File: config.mk
export PLATFORM = sky130hd
export DESIGN_NAME = alu_issue_seq
export DESIGN_NICKNAME = d
export VERILOG_FILES = /design/src/rtl/alu_issue_seq.sv
export SDC_FILE = /design/constraint.sdc
export NUM_CORES = 1
export LEC_CHECK = 0
export CAP_MARGIN = 10
export CELL_PAD_IN_SITES_DETAIL_PLACEMENT = 1
export CELL_PAD_IN_SITES_GLOBAL_PLACEMENT = 2
export CORE_UTILIZATION = 33
export CTS_CLUSTER_DIAMETER = 30
export DETAILED_ROUTE_END_ITERATION = 7
export PLACE_DENSITY_LB_ADDON = 0.1
export SYNTH_ARGS = -nofsm -noshare
export SYNTH_HDL_FRONTEND = slang
export SYNTH_SLANG_ARGS = --single-unit
File: constraint.sdc
create_clock -name clk -period 3.15 [get_ports clk]
set_input_delay 0.63 -clock clk [delete_from_list [all_inputs] [get_ports clk]]
set_output_delay 0.63 -clock clk [all_outputs]
set_load 0.05 [all_outputs]
File: src/rtl/alu_issue_seq.sv
// Issue/sequencer stage for the 8-bit ALU: decodes instructions, reads an 8x8 register file,
// drives registered ALU operands and writes results back. Optional macro: ALU_SEQ_PERF_EN.
module alu_issue_seq #(
    parameter logic [7:0] REG_INIT = 8'h00
) (
    input  logic        clk,
    input  logic        rst,
    input  logic        instr_valid,
    output logic        instr_ready,
    input  logic [15:0] instr,
    output logic [2:0]  alu_opcode,
    output logic [7:0]  alu_op1,
    output logic [7:0]  alu_op2,
    input  logic [15:0] alu_result,
    input  logic        alu_flagC,
    input  logic        alu_flagZ,
    output logic        flag_c,
    output logic        flag_z,
    output logic        done,
    input  logic [2:0]  dbg_addr,
    output logic [7:0]  dbg_data,
    output logic [15:0] perf_count
);

    // Handshake: an instruction transfers on a rising edge where instr_valid and instr_ready
    // are both high; instr_ready is high only in IDLE and does not depend on instr_valid.
    typedef enum logic [1:0] {
        IDLE  = 2'd0,
        EXEC  = 2'd1,
        WB_HI = 2'd2
    } state_t;

    state_t      state;
    state_t      next_state;
    logic [7:0]  regs [8];
    logic [2:0]  rd_q;
    logic [7:0]  res_hi;
    logic        accept;
    logic        is_ldi;
    logic        is_mul;
    logic        carry_op;

    assign accept   = instr_valid && (state == IDLE);
    assign is_ldi   = instr[15];
    // alu_opcode still holds the in-flight opcode during EXEC
    assign is_mul   = (alu_opcode == 3'b010);
    assign carry_op = (alu_opcode == 3'b000) || (alu_opcode == 3'b001);
    assign dbg_data = regs[dbg_addr];

    always_comb begin
        next_state  = state;
        instr_ready = 1'b0;
        case (state)
            IDLE: begin
                instr_ready = 1'b1;
                if (instr_valid && !is_ldi) next_state = EXEC;
            end
            EXEC:    next_state = is_mul ? WB_HI : IDLE;
            WB_HI:   next_state = IDLE;
            default: next_state = IDLE;
        endcase
    end

    always_ff @(posedge clk or posedge rst) begin
        if (rst) state <= IDLE;
        else     state <= next_state;
    end

    always_ff @(posedge clk or posedge rst) begin
        if (rst) begin
            for (int i = 0; i < 8; i++) regs[i] <= REG_INIT;
            alu_opcode <= 3'd0;
            alu_op1    <= 8'd0;
            alu_op2    <= 8'd0;
            flag_c     <= 1'b0;
            flag_z     <= 1'b0;
            done       <= 1'b0;
            rd_q       <= 3'd0;
            res_hi     <= 8'd0;
        end else begin
            done <= 1'b0;
            case (state)
                IDLE: begin
                    if (accept) begin
                        if (is_ldi) begin
                            regs[instr[14:12]] <= instr[7:0];
                            done               <= 1'b1;
                        end else begin
                            alu_opcode <= instr[14:12];
                            alu_op1    <= regs[instr[8:6]];
                            alu_op2    <= regs[instr[5:3]];
                            rd_q       <= instr[11:9];
                        end
                    end
                end
                EXEC: begin
                    regs[rd_q] <= alu_result[7:0];
                    res_hi     <= alu_result[15:8];
                    flag_z     <= alu_flagZ;
                    if (carry_op) flag_c <= alu_flagC;
                    if (!is_mul) done <= 1'b1;
                end
                WB_HI: begin
                    // high product byte lands in the next register, r7 wrapping to r0
                    regs[rd_q + 3'd1] <= res_hi;
                    done              <= 1'b1;
                end
                default: ;
            endcase
        end
    end

`ifdef ALU_SEQ_PERF_EN
    always_ff @(posedge clk or posedge rst) begin
        if (rst)                                perf_count <= 16'h0000;
        else if (done && perf_count != 16'hFFFF) perf_count <= perf_count + 16'd1;
    end
`else
    assign perf_count = 16'h0000;
`endif

endmodule

Word level (Yosys, flattened, before mapping) --
Index checks and enable logic that the tools add are counted.
Operators by class: $add $sub $neg 1, $lt $le $gt $ge 9, bitwise logic cells 7, multiplexer cells 29, reduce and logical (&&, ||, !) cells 13, eq/ne operators 7
Operator list (count):
- 64-bit bitwise mux | 3
- 64-bit case mux with 3 select lines | 1
- 64-bit two-way mux | 2
- 8-bit binary-select mux with 3-bit select | 3
- 8-bit demux with 3-bit select | 3
- 8-bit two-way mux | 9
- 4-bit >= comparator (second input constant) | 6
- 3-bit NOT with 4-bit output | 6
- 4-bit by 1-bit less-than comparator with 1-bit output (second input constant) | 3
- 3-bit AND reduction | 2
- 1-bit logical AND | 5
- 1-bit two-way mux | 4
- 2-bit two-way mux | 2
- 2-bit inequality test (second input constant) | 2
- 2-bit case mux with 2 select lines | 1
- 3-bit by 1-bit adder with 3-bit output (second input constant) | 1
- 3-bit by 1-bit equality test with 1-bit output (second input constant) | 1
- 3-bit by 2-bit equality test with 1-bit output (second input constant) | 1
- 3-bit logical NOT | 1
- 1-bit case mux with 3 select lines | 1
- 3-bit nonzero test | 1
- 2-bit by 1-bit equality test with 1-bit output (second input constant) | 1
- 2-bit equality test (second input constant) | 1
- 2-bit logical NOT | 1
- other kinds (5) | 5
Word-level totals: output and inout bits 47, register bits 99, logic and storage cells 83, input bits 40

Depth between registers and ports, before layout --
depth in word-level cells 9, gate-level depth with buffers 9, mapped depth without buffers 6

Worst setup path after synthesis --
Ideal clock, no wire load.
kind input to output, from input dbg_addr[0], to output dbg_data[5], cell stages on the path 4, setup slack 0.349 ns, arrival 2.171 ns, cells stage by stage clkbuf_1 -> buf_2 -> mux4_2 -> mux2_2
On the way: cells in the longest elaborated chain, start to end 4
Ends and longest elaborated chain:
- start: declaration | RTL line 20 | input logic [2:0] dbg_addr,
- 3-bit NOT with 4-bit output (not written as such) | RTL line 48 | assign dbg_data = regs[dbg_addr];
- 8-bit binary-select mux with 3-bit select | RTL line 48
- 8-bit two-way mux (not written as such) (2 in series) | RTL line 48
- end: declaration | RTL line 21 | output logic [7:0] dbg_data,
No other way between the ends. The select of a mux whose other input is x is not followed.

Worst setup path in the final report --
from input dbg_addr[1], to output dbg_data[3]
Same word-level chain as after synthesis.

==> impl_metrics.toml <==
[outcome]
status = "completed"

[clock_network]
root_buffer = "clkbuf_16"
numCtsBuffers = 9
post_cts_resized = 0
postCtsSetupRepairBufs = 0
clk_path_buf_depth = 2
cts_hold_buf = 0
cts_sinks = 99
insertion_delay_ps = 360
cts_tree = "yes"
h-tree-depth = 3
clk_pin_slew_ps = 70

[worst_setup_path]
end_kind = "output port"
start_kind = "input port"
path_delay_family = "buffers and inverters"
cpMaxStageDelayCell = "mux4_2"
slowest_delay_ps = 520
setup.worst_path.class = "in2out"
crit_path_cell_trace = "clkdlybuf4s50_1 -> buf_12 -> mux4_2 -> mux2_2 -> buf_4"
cp.arrival_ps = 2360
worst-path-buf-inv = 3
crit_required_ps = 2520
cp_max_fo = 16

[synthesis]
ys.warnings.count = 0
synth-seq-cells = 99
syn-cell-area_um2 = 7730
avgSynthCellArea_um2 = 9.51
seq_area_frac_synth = 0.320
synth.top_cell.area_share = 0.320
synth_cells = 813
synth_cell_type_count = 39
async_reset_ff_frac = 1.00
yosysTopAreaCell = "dfrtp_1"
synth_edf_count = 0
synth_flop_cell = "dfrtp_1"
synth_area_leaders = "dfrtp_1 (32%), mux4_2 (14%), mux2i_1 (8.3%), a311oi_1 (7.2%), a31oi_1 (5.3%)"

[timing]
fin_crit_sh = 0.949
rsz0062_at_grt = "no"
period_needed_ps = 2990
fin_setup_tns_ps = 0
worstMarginPinSlew_ps = 982
timing.fmax_mhz = 335
drv_slew = 0
skew_ps = 9.42
setup_viol = 0
slew_headroom = 0.344
hold_viol_final = 0

[pwr]
leakage_nw = 3.22
peakVddDrop_v = 0.000493
p_per_area_nw_per_um2 = 1160

[place]
dp.cells = 1150
gp_congestion = 0.872
dp_hpwl_um = 23400
port_buffers = 70

[floorplan]
core_area_um2 = 22800
row_count = 55
die_area_um2 = 24000
start_util = 0.339
pin_count = 87
die_h_um = 155
fp.dieW_um = 155

[grt]
grt_pass1_vias = 7712
grt_pass1_wl_um = 50700
grt_max_degree = 65
grt_use_total = 0.288
overflow = 0
antenna_found_initial = 0

[detailed_routing]
drc = 0
antenna_left = 0
wirelength_um = 33400
drt_iter0_markers = 694
routedWlPerCell_um = 28.6
drtPass1Iterations = 5
vias = 7425
avgViaCountPerCell = 6.37

[flow_run]
max_cap_violations = 0

[finish]
final_cell_mix = "dfrtp_1 (99), nor2_1 (90), nand2_1 (89)"
fin_util = 0.399
num-fill-cells = 2540
area_growth_pct = 17.5
drive_gt1_frac = 0.180
layout.cells.non_filler = 1165
finalNetCount = 893
layout.cells.most_common = "dfrtp_1"
diodes = 0

[min_path]
hp-class = "reg2reg"
path summary, 6_finish.rpt:
path | to | slack (ps) | from | cells after the start
min in group asynchronous | done | 780 | rst | 2
max reg2reg | flop | 500 | rd_q[0] | 5
max | dbg_data[3] | 160 | dbg_addr[1] | 5
max in group asynchronous | alu_op2[2] | 1720 | rst | 3
min | alu_op1[2] | 480 | alu_op1[2] | 2
min reg2reg | alu_op1[2] | 480 | alu_op1[2] | 2
worst reg2reg max path, delay by kind of cell (launching register included):
| family | cells | cell delay [ps] |
|---|---|---|
| xor gates and xnor gates | 1 | 620 |
| DFF | 1 | 560 |
| and+or+nand+nor | 1 | 540 |
| AOI/OAI and AO/OA | 2 | 480 |
| adders and majority gates | 1 | 330 |
cell usage after synthesis, types with 19 or more instances:
master     n
clkbuf_1  36
nand2_1   89
buf_2     22
mux2i_1   64
buf_1     26
nand3_1   51
dfrtp_1   99
nor2_1    90
mux4_2    48
mux2_2    24
buf_4     19
a311oi_1  64
a31oi_1   66
layout make-up:
type | count | area, um2 | share of cell area
clock inverters | 5 | 55.1 | 0.00606
clock buffers | 10 | 229 | 0.0252
well taps | 313 | 392 | 0.0431
flip-flops and latches | 99 | 2480 | 0.273
multi-input cells | 622 | 4820 | 0.530
repair buffers | 112 | 1100 | 0.121
inverters | 4 | 21.3 | 0.00234
through the flow:
step / cell area (um2) / power [W] / hold WS, ps / worst slack, ps
2_1_floorplan: 7790 / 0.00685 / 495 / 349
4_1_cts: 9090 / 0.0105 / 490 / 175
5_1_grt: 9090 / 0.0111 / 520 / 136
3_3_place_gp: 8800 / 0.00908 / 461 / 196
3_5_place_dp: 8800 / 0.00933 / 473 / 175
6_report: 9090 / 0.0106 / 482 / 162
report_power, final:
group          internal (W)  total (W)  switching (W)
Clock              0.000611    0.00115       0.000543
Combinational       0.00234    0.00640        0.00406
Sequential          0.00191    0.00301        0.00110
Total               0.00487     0.0106        0.00570
cell families (layout without fill, tap and decap cells):
| group | after synthesis | after routing | share of synthesized area |
|---|---|---|---|
| AND/OR/NAND/NOR | 289 | 289 | 0.170 |
| AO/OA/AOI/OAI | 174 | 174 | 0.176 |
| multiplexers | 136 | 136 | 0.258 |
| buffers and inverters | 107 | 131 | 0.0650 |
| flip-flops | 99 | 99 | 0.320 |
| adder cells (fa/ha/maj) | 5 | 5 | 0.00809 |
| XOR/XNOR | 2 | 2 | 0.00227 |
| other | 1 | 16 | 0.000485 |
routing by layer:
| metal | GRT usage | up-vias | share of wire |
|---|---|---|---|
| met2 | 0.468 | 362 | 0.47 |
| met5 | 0 | - | 0 |
| met3 | 0.0359 | 57 | 0.069 |
| li1 | - | 3130 | - |
| met4 | 0.105 | 0 | 0.023 |
| met1 | 0.393 | 3876 | 0.43 |
(Power assumes the default switching activity.)
